==> config.mk <==
export PLATFORM = sky130hd
export DESIGN_NAME = writeback_arbiter_flat
export DESIGN_NICKNAME = d
export VERILOG_FILES = /design/src/rtl/writeback_arbiter_if.sv /design/src/rtl/writeback_arbiter.sv /design/src/flat_wrapper.sv
export SDC_FILE = /design/constraint.sdc
export NUM_CORES = 1
export LEC_CHECK = 0
export ABC_AREA = 1
export CAP_MARGIN = 25
export CORE_ASPECT_RATIO = 0.8
export CORE_MARGIN = 2
export CORE_UTILIZATION = 55
export DETAILED_ROUTE_END_ITERATION = 8
export GPL_TIMING_DRIVEN = 0
export PLACE_DENSITY = 0.86
export SLEW_MARGIN = 20
export SYNTH_ARGS = -nofsm -noshare
export SYNTH_HDL_FRONTEND = slang
export SYNTH_SLANG_ARGS = --single-unit
export TNS_END_PERCENT = 10
==> constraint.sdc <==
create_clock -name i_clk -period 2.9 [get_ports i_clk]
set_input_delay 0.725 -clock i_clk [delete_from_list [all_inputs] [get_ports i_clk]]
set_output_delay 0.725 -clock i_clk [all_outputs]
set_load 0.01 [all_outputs]
==> src/rtl/writeback_arbiter_if.sv <==
// Write-back arbiter handshake bundle: ALU and long-latency
// producers in, registered register-file write port out.
interface writeback_arbiter_if #(
  parameter int XLEN = 32
);
  logic            i_alu_valid;
  logic            o_alu_ready;
  logic [4:0]      i_alu_rd;
  logic [XLEN-1:0] i_alu_data;
  logic            i_lsu_valid;
  logic            o_lsu_ready;
  logic [4:0]      i_lsu_rd;
  logic [XLEN-1:0] i_lsu_data;
  logic            o_reg_write;
  logic [4:0]      o_rd;
  logic [XLEN-1:0] o_rd_din;

  modport master (
    output i_alu_valid, i_alu_rd, i_alu_data,
    output i_lsu_valid, i_lsu_rd, i_lsu_data,
    input  o_alu_ready, o_lsu_ready,
    input  o_reg_write, o_rd, o_rd_din
  );

  modport slave (
    input  i_alu_valid, i_alu_rd, i_alu_data,
    input  i_lsu_valid, i_lsu_rd, i_lsu_data,
    output o_alu_ready, o_lsu_ready,
    output o_reg_write, o_rd, o_rd_din
  );
endinterface

==> src/rtl/writeback_arbiter.sv <==
// Write-back arbiter: ALU priority, long-latency FIFO with starvation guard.
// Optional pending-write bitmap enabled by macro WB_SCOREBOARD_EN.
module writeback_arbiter #(
  parameter int XLEN         = 32,
  parameter int LQ_DEPTH     = 2,
  parameter int STARVE_LIMIT = 4
) (
  input  logic        i_clk,
  input  logic        i_rst_n,
  writeback_arbiter_if.slave wb
`ifdef WB_SCOREBOARD_EN
  ,
  input  logic        i_issue_valid,
  input  logic [4:0]  i_issue_rd,
  output logic [31:0] o_busy
`endif
);

  localparam int AW = $clog2(LQ_DEPTH);
  localparam logic [3:0] LIMIT = 4'(STARVE_LIMIT);
  localparam logic [AW:0] PTR_ONE = (AW+1)'(1);

  typedef struct packed {
    logic [4:0]      rd;
    logic [XLEN-1:0] data;
  } wb_ent_t;

  wb_ent_t         mem_q [LQ_DEPTH];
  wb_ent_t         mem_d [LQ_DEPTH];
  logic [AW:0]     wptr_q, wptr_d;
  logic [AW:0]     rptr_q, rptr_d;
  logic [3:0]      starve_q, starve_d;
  logic            reg_write_q, reg_write_d;
  logic [4:0]      rd_q, rd_d;
  logic [XLEN-1:0] din_q, din_d;

  logic            empty, full, starved;
  logic            alu_take, lq_take, push;
  logic            sel_valid;
  logic [4:0]      sel_rd;
  logic [XLEN-1:0] sel_data;
  wb_ent_t         head;

  assign empty   = (wptr_q == rptr_q);
  assign full    = (wptr_q[AW] != rptr_q[AW]) &&
                   (wptr_q[AW-1:0] == rptr_q[AW-1:0]);
  assign starved = (starve_q == LIMIT);
  assign head    = mem_q[rptr_q[AW-1:0]];

  assign alu_take = wb.i_alu_valid && !starved;
  assign lq_take  = !alu_take && !empty;
  assign push     = wb.i_lsu_valid && !full;

  assign wb.o_alu_ready = !starved;
  assign wb.o_lsu_ready = !full;
  assign wb.o_reg_write = reg_write_q;
  assign wb.o_rd        = rd_q;
  assign wb.o_rd_din    = din_q;

  // Pick this cycle's single write-back source.
  always_comb begin
    sel_valid = 1'b0;
    sel_rd    = '0;
    sel_data  = '0;
    unique case (1'b1)
      alu_take: begin
        sel_valid = 1'b1;
        sel_rd    = wb.i_alu_rd;
        sel_data  = wb.i_alu_data;
      end
      lq_take: begin
        sel_valid = 1'b1;
        sel_rd    = head.rd;
        sel_data  = head.data;
      end
      default: ;
    endcase
  end

  // Queue storage and pointer advance; head popped only when chosen.
  always_comb begin
    mem_d  = mem_q;
    wptr_d = wptr_q;
    rptr_d = rptr_q;
    if (push) begin
      mem_d[wptr_q[AW-1:0]] = '{rd: wb.i_lsu_rd, data: wb.i_lsu_data};
      wptr_d = wptr_q + PTR_ONE;
    end
    if (lq_take) rptr_d = rptr_q + PTR_ONE;
  end

  // Count cycles the queue head waits; saturates at the limit.
  always_comb begin
    starve_d = starve_q;
    if (empty || lq_take) starve_d = '0;
    else if (starve_q != LIMIT) starve_d = starve_q + 4'd1;
  end

  // Register the write port; rd 0 is consumed silently, idle holds.
  always_comb begin
    reg_write_d = sel_valid && (sel_rd != 5'd0);
    rd_d        = rd_q;
    din_d       = din_q;
    if (reg_write_d) begin
      rd_d  = sel_rd;
      din_d = sel_data;
    end
  end

  // State update; reset drops queued and pending writes at once.
  always_ff @(posedge i_clk or negedge i_rst_n) begin
    if (!i_rst_n) begin
      for (int i = 0; i < LQ_DEPTH; i++) mem_q[i] <= '0;
      wptr_q      <= '0;
      rptr_q      <= '0;
      starve_q    <= '0;
      reg_write_q <= 1'b0;
      rd_q        <= '0;
      din_q       <= '0;
    end else begin
      mem_q       <= mem_d;
      wptr_q      <= wptr_d;
      rptr_q      <= rptr_d;
      starve_q    <= starve_d;
      reg_write_q <= reg_write_d;
      rd_q        <= rd_d;
      din_q       <= din_d;
    end
  end

`ifdef WB_SCOREBOARD_EN
  logic [31:0] busy_q, busy_d;

  assign o_busy = busy_q;

  // Pending-write bitmap: issue sets, presented write clears, set wins.
  always_comb begin
    busy_d = busy_q;
    if (reg_write_q) busy_d[rd_q] = 1'b0;
    if (i_issue_valid && (i_issue_rd != 5'd0))
      busy_d[i_issue_rd] = 1'b1;
    busy_d[0] = 1'b0;
  end

  // Bitmap register.
  always_ff @(posedge i_clk or negedge i_rst_n) begin
    if (!i_rst_n) busy_q <= '0;
    else          busy_q <= busy_d;
  end
`endif

endmodule

==> src/flat_wrapper.sv <==
// flat-port wrapper written by rule: the top's interface ports become plain ports
module writeback_arbiter_flat 
#(
  parameter int XLEN         = 32,
  parameter int LQ_DEPTH     = 2,
  parameter int STARVE_LIMIT = 4
)
  (i_clk, i_rst_n, wb_i_alu_valid, wb_i_alu_rd, wb_i_alu_data, wb_i_lsu_valid, wb_i_lsu_rd, wb_i_lsu_data, wb_o_alu_ready, wb_o_lsu_ready, wb_o_reg_write, wb_o_rd, wb_o_rd_din);
  writeback_arbiter_if #(.XLEN(XLEN)) wb_i ();
  input  logic i_clk;
  input  logic i_rst_n;
  input wire logic [$bits(wb_i.i_alu_valid)-1:0] wb_i_alu_valid;
  input wire logic [$bits(wb_i.i_alu_rd)-1:0] wb_i_alu_rd;
  input wire logic [$bits(wb_i.i_alu_data)-1:0] wb_i_alu_data;
  input wire logic [$bits(wb_i.i_lsu_valid)-1:0] wb_i_lsu_valid;
  input wire logic [$bits(wb_i.i_lsu_rd)-1:0] wb_i_lsu_rd;
  input wire logic [$bits(wb_i.i_lsu_data)-1:0] wb_i_lsu_data;
  output wire logic [$bits(wb_i.o_alu_ready)-1:0] wb_o_alu_ready;
  output wire logic [$bits(wb_i.o_lsu_ready)-1:0] wb_o_lsu_ready;
  output wire logic [$bits(wb_i.o_reg_write)-1:0] wb_o_reg_write;
  output wire logic [$bits(wb_i.o_rd)-1:0] wb_o_rd;
  output wire logic [$bits(wb_i.o_rd_din)-1:0] wb_o_rd_din;
  assign wb_i.i_alu_valid = wb_i_alu_valid;
  assign wb_i.i_alu_rd = wb_i_alu_rd;
  assign wb_i.i_alu_data = wb_i_alu_data;
  assign wb_i.i_lsu_valid = wb_i_lsu_valid;
  assign wb_i.i_lsu_rd = wb_i_lsu_rd;
  assign wb_i.i_lsu_data = wb_i_lsu_data;
  assign wb_o_alu_ready = wb_i.o_alu_ready;
  assign wb_o_lsu_ready = wb_i.o_lsu_ready;
  assign wb_o_reg_write = wb_i.o_reg_write;
  assign wb_o_rd = wb_i.o_rd;
  assign wb_o_rd_din = wb_i.o_rd_din;
  writeback_arbiter #(.XLEN(XLEN), .LQ_DEPTH(LQ_DEPTH), .STARVE_LIMIT(STARVE_LIMIT)) u_core (.i_clk(i_clk), .i_rst_n(i_rst_n), .wb(wb_i));
endmodule
# After elaboration in Yosys (flattened, before gate mapping)
# Index checks and enable logic that the tools add are counted.
[word_totals]
reg_bits = 120
word_cells = 48
output_inout_bits = 40
[classes]
mux = 11
add_sub_neg = 3
n_reduce_logical = 14
n_bitwise = 2
eq_ne = 5
order_cmp = 3
[ops]
columns = ["op", "n"]
rows = [
  ["37-bit 2-to-1 mux", 4],
  ["74-bit bitwise mux", 1],
  ["32-bit one-hot mux with 2 select lines", 1],
  ["37-bit demux with 1-bit select", 1],
  ["5-bit one-hot mux with 2 select lines", 1],
  ["4-bit 2-to-1 mux", 2],
  ["1-bit logical AND", 6],
  ["5-bit nonzero test", 1],
  ["2-bit by 1-bit adder with 2-bit output (second input constant)", 2],
  ["4-bit by 1-bit adder with 4-bit output (second input constant)", 1],
  ["4-bit by 3-bit equality test with 1-bit output (second input constant)", 1],
  ["2-bit >= comparator (second input constant)", 2],
  ["1-bit logical NOT", 4],
  ["4-bit by 3-bit != test with 1-bit output (second input constant)", 1],
  ["1-bit NOT with 2-bit output", 2],
  ["2-bit equality test", 1],
  ["2-bit by 1-bit less-than comparator with 1-bit output (second input constant)", 1],
  ["2-bit nonzero test", 1],
  ["2-bit OR reduction", 1],
  ["1-bit equality test", 1],
  ["1-bit logical OR", 1],
  ["1-bit 2-to-1 mux", 1],
  ["1-bit != test", 1],
]

# Longest topological paths before layout
[depth]
depth_word = 8
depth_mapped = 13
mapped_depth_nobuf = 11

# Worst setup path before layout
# No wires, ideal clock.
[synth_path]
path_kind = "reg2reg"
startpoint = "register u_core.starve_q[0]"
endpoint = "register u_core.din_q[10], in the netlist u_core.wb.o_rd_din[10]"
path_slack_ns = 1.144
setup_ns = 0.117
path_stages_with_launch = 14
period_less_slack_ns = 1.756
arrival_ns = 1.639
cell_sequence = "dfrtp_1 inv_1 ha_1 nand3_2 nand2_4 inv_2 buf_6 nand2_4 nand2_4 nor2_8 nand3_4 buf_6 nand2_1 nand2_1"
[synth_between]
elab_chain_cells = 8
word_cells_on_any_way = 11
cone_classes = "eq/ne (1); mux (3); reduce/logical (7)"
[synth_lines]
columns = ["element", "line_no", "rtl"]
rows = [
  ["from (decl)", "writeback_arbiter.sv:32", "logic [3:0] starve_q, starve_d;"],
  ["from (signal assigned)", "writeback_arbiter.sv:124", "starve_q <= starve_d;"],
  ["4-bit by 3-bit equality test with 1-bit output (*)", "writeback_arbiter.sv:47", "assign starved = (starve_q == LIMIT);"],
  ["1-bit logical NOT (*)", "-", ""],
  ["named net wb_o_alu_ready", "flat_wrapper.sv:18", "output wire logic [$bits(wb_i.o_alu_ready)-1:0] wb_o_alu_ready;"],
  ["1-bit logical AND (*)", "writeback_arbiter.sv:50", "assign alu_take = wb.i_alu_valid && !starved;"],
  ["1-bit logical NOT", "writeback_arbiter.sv:51", "assign lq_take = !alu_take && !empty;"],
  ["1-bit logical AND", "writeback_arbiter.sv:51", ""],
  ["5-bit one-hot mux with 2 select lines or 2-bit OR reduction (tied branches)", "-", ""],
  ["5-bit nonzero test or 1-bit 2-to-1 mux (tied branches)", "writeback_arbiter.sv:101, writeback_arbiter.sv:65", ""],
  ["1-bit logical AND", "writeback_arbiter.sv:101", "reg_write_d = sel_valid && (sel_rd != 5'd0);"],
  ["to (signal assigned)", "writeback_arbiter.sv:127", "din_q <= din_d;"],
  ["to (decl)", "writeback_arbiter.sv:35", "logic [XLEN-1:0] din_q, din_d;"],
]
# Mark *: on every way through the listed nets, which the timed path passes. The rest lies on a longest branch.
# A chain may end at the register's enable or synchronous reset.

# Worst setup path after layout
[layout_path]
startpoint = "register u_core.rptr_q[0]"
endpoint = "output port wb_o_lsu_ready"
[layout_between]
elab_chain_cells = 3
[layout_lines]
columns = ["element", "line_no", "rtl"]
rows = [
  ["from (decl)", "writeback_arbiter.sv:31", "logic [AW:0] rptr_q, rptr_d;"],
  ["from (signal assigned)", "writeback_arbiter.sv:123", "rptr_q <= rptr_d;"],
  ["1-bit equality test", "writeback_arbiter.sv:46", "(wptr_q[AW-1:0] == rptr_q[AW-1:0]);"],
  ["1-bit logical AND", "writeback_arbiter.sv:45", "assign full = (wptr_q[AW] != rptr_q[AW]) &&"],
  ["1-bit logical NOT", "writeback_arbiter.sv:55", "assign wb.o_lsu_ready = !full;"],
  ["to (decl)", "flat_wrapper.sv:19", "output wire logic [$bits(wb_i.o_lsu_ready)-1:0] wb_o_lsu_ready;"],
]
# Every way passes these cells.

==> metrics.md <==
| Metric | Value |
|---|---|
| Synth warnings | 0 |
| ANT nets after route | 0 |
| Post-Syn Area | 5730 sq um |
| Final Hold Vio Count | 0 |
| Die Area | 11300 sq um |
| Relative slew slack | 0.594 |
| Ant diodes | 0 |
| Final WS setup | 0.436 ns |
| Congestion Overflow GR | 0 |
| Avg Vias per Cell | 5.66 |
| P_leak | 0.00369 uW |
| Drt pass-1 iters | 5 |
| Pwr dens | 1150 nW/um^2 |
| Buf/Inv on CP | 2 |
| DP Area | 7100 sq um |
| FF+latch count, synth | 120 |
| DP Worst Slack | 0.474 ns |
| WP data required | 2.17 ns |
| Htree depth | 4 |
| Syn Nets | 747 |
| Core Box Area | 10200 sq um |
| Syn Area/Cell | 8.59 sq um |
| Design area | 7720 sq um |
| RSZ-0062 raised after global routing | false |
| Global Route Usage Sum | 0.294 |
| Hold Slack | 0.213 ns |
| Fraction of layout cells with a size suffix above 1 | 0.104 |
| Period utilization | 0.850 |
| Root Driver | clkbuf_16 |
| IO buf count | 117 |
| Crit-path cells | inv_2 > nand2_1 > nand2_1 > nand3_1 > clkdlybuf4s50_1 |
| Clk buf depth | 2 |
| Vias in the first global route | 5274 |
| Peak VDD IR | 0.524 mV |
| Min-Delay Path Class | input port to async pin |
| Worst-path clk slew | 0.05 ns |
| HPWL after detailed placement | 11000 um |
| Sequential share of the synthesized area | 0.524 |
| Initial core utilization | 0.562 |
| CTS Sinks | 120 |
| Initial antenna violation count | 0 |
| I/O pins | 118 |
| Die H | 95.3 um |
| Crit path kind | register to output port |
| Fillers | 704 |
| Clk Latency, worst-skew pair | 0.42 ns |
| Max FO, Critical Path | 5 |
| Worst path most repeated cell | nand2_1 |
| Worst Tran Pin Value | 0.609 ns |
| Max frequency | 406 MHz |
| Final RePlAce weighted congestion | 0.865 |
| DR vias | 5418 |
| Pwr Total | 8890 uW |
| CTS tree | built |
| Crit. End Element | output port |
| Final net count | 884 |
| Outcome | complete, no violations |
| Cts bufs inserted | 17 |
| CP delay by family, top | buffers and inverters |
| Data arrival time of the critical path | 1.74 ns |
| Multi-input logic area | 2190 sq um |
| Setup violations, final | 0 |
| Post_cts resized | 0 |
| Synth cell types | 25 |
| Routed len/inst | 17.0 um |
| # DRC | 0 |
| Startpoint types | register |
| Clk_skew | 0.00737 ns |
| Largest net degree at the start of global routing | 82 |
| Tmin final | 2.46 ns |
| Routed wire length | 16200 um |
| Crit-path slowest cell | clkdlybuf4s50_1 |
| Max-Cap Viols | 0 |
| Row cnt | 33 |
| Post-layout util | 0.757 |
| CP max stage delay | 0.58 ns |
| Pins Over Slew Limit | 0 |
| Setup Buffers After CTS | 0 |
| Number of DRC markers in iteration 0 | 628 |
| Post-Syn Instances | 667 |
| Area growth syn-to-layout | 34.7% |
| Die width | 118 um |
| Global-route wire length before repair | 25700 um |
| # hold bufs at CTS | 0 |
| Register area | 3000 sq um |
[report_power, final]
group	switching, uW	internal [uW]
sequential	407	2470
clock	757	1410
combinational	2260	1580
[placed cells by master, fill, tap and decap left out]
cell	Yosys	final
nand2_1	231	231
dfrtp_1	120	120
clkdlybuf4s50_1	0	116
o21ai_0	72	72
inv_1	47	47
o21ai_1	39	39
nand4_1	37	37
a22o_1	32	32
buf_2	20	20
clkbuf_16	0	17
clkbuf_1	13	13
nor2_1	11	11
buf_6	7	8
nand3_1	7	7
inv_2	5	5
nand2_2	4	4
buf_4	4	4
buf_12	4	4
clkinv_2	0	4
clkinvlp_4	0	4
nand2_4	3	3
xor2_1	3	3
clkbuf_8	0	3
bufinv_16	0	3
ha_1	2	2
nand3_2	1	1
nor2_4	1	1
nor2_8	1	1
nand3_4	1	1
xnor2_1	1	1
a21oi_1	1	1
clkinv_4	0	1
buf_16	0	1
[layer usage]
layer | vias up | track usage | share of wire
met1 | 2595 | 0.375 | 0.40
met2 | 313 | 0.498 | 0.49
met5 | - | 0 | 0
met3 | 38 | 0.0658 | 0.093
met4 | 0 | 0.108 | 0.021
li1 | 2472 | - | -
[per-stage QoR]
| step | setup TNS [ns] | cells |
|---|---|---|
| 6_report | 0 | 957 |
| 5_1_grt | 0 | 957 |
| 2_1_floorplan | 0 | 667 |
| 4_1_cts | 0 | 957 |
| 3_3_place_gp | -386.35 | 924 |
| 3_5_place_dp | 0 | 925 |
[state kept, by name, summed over array words and instances, names as in the netlist]
signal,count
u_core.mem_q,74
u_core.wb.o_rd_din,32
u_core.wb.o_rd,5
u_core.starve_q,4
u_core.rptr_q,2
u_core.wptr_q,2
u_core.wb.o_reg_write,1
[final timing paths]
kind                       slack, ns  cells past startpoint               start                      to
max                             0.44                      5    u_core.rptr_q[0]          wb_o_lsu_ready
min                             0.21                      1             i_rst_n        u_core.mem_q[66]
max reg2reg                     0.87                     10  u_core.starve_q[0]  u_core.wb.o_rd_din[13]
min reg2reg                     0.48                      1  u_core.starve_q[0]      u_core.starve_q[0]
max in group asynchronous       1.97                      2             i_rst_n         u_core.mem_q[3]
min in group i_clk              0.48                      1  u_core.starve_q[0]      u_core.starve_q[0]
[cells in the mapped netlist]
master,count,area share
a21oi_1,1,0.00087
a22o_1,32,0.049
buf_12,4,0.014
buf_2,20,0.017
buf_4,4,0.0052
buf_6,7,0.014
clkbuf_1,13,0.0085
dfrtp_1,120,0.52
ha_1,2,0.0044
inv_1,47,0.031
inv_2,5,0.0033
nand2_1,231,0.15
nand2_2,4,0.0044
nand2_4,3,0.0059
nand3_1,7,0.0061
nand3_2,1,0.0017
nand3_4,1,0.0031
nand4_1,37,0.040
nor2_1,11,0.0072
nor2_4,1,0.0020
nor2_8,1,0.0035
o21ai_0,72,0.063
o21ai_1,39,0.034
xnor2_1,1,0.0015
xor2_1,3,0.0046
[cell families after synthesis]
family | synth area share
buffers and inverters | 0.0930
AND/OR/NAND/NOR | 0.226
flip-flops | 0.524
adder cells (fa/ha/maj) | 0.00437
XOR/XNOR | 0.00612
AO/OA/AOI/OAI | 0.147
[cell type report]
cell class	instances	area share
sequential	120	0.389
multi-input combinational	447	0.284
timing repair buffer	118	0.155
clock buffer	20	0.0605
buffer	48	0.0438
inverter	52	0.0253
tap	140	0.0227
clock inverter	12	0.0193
Note: power is estimated with default switching activity, not from simulation.
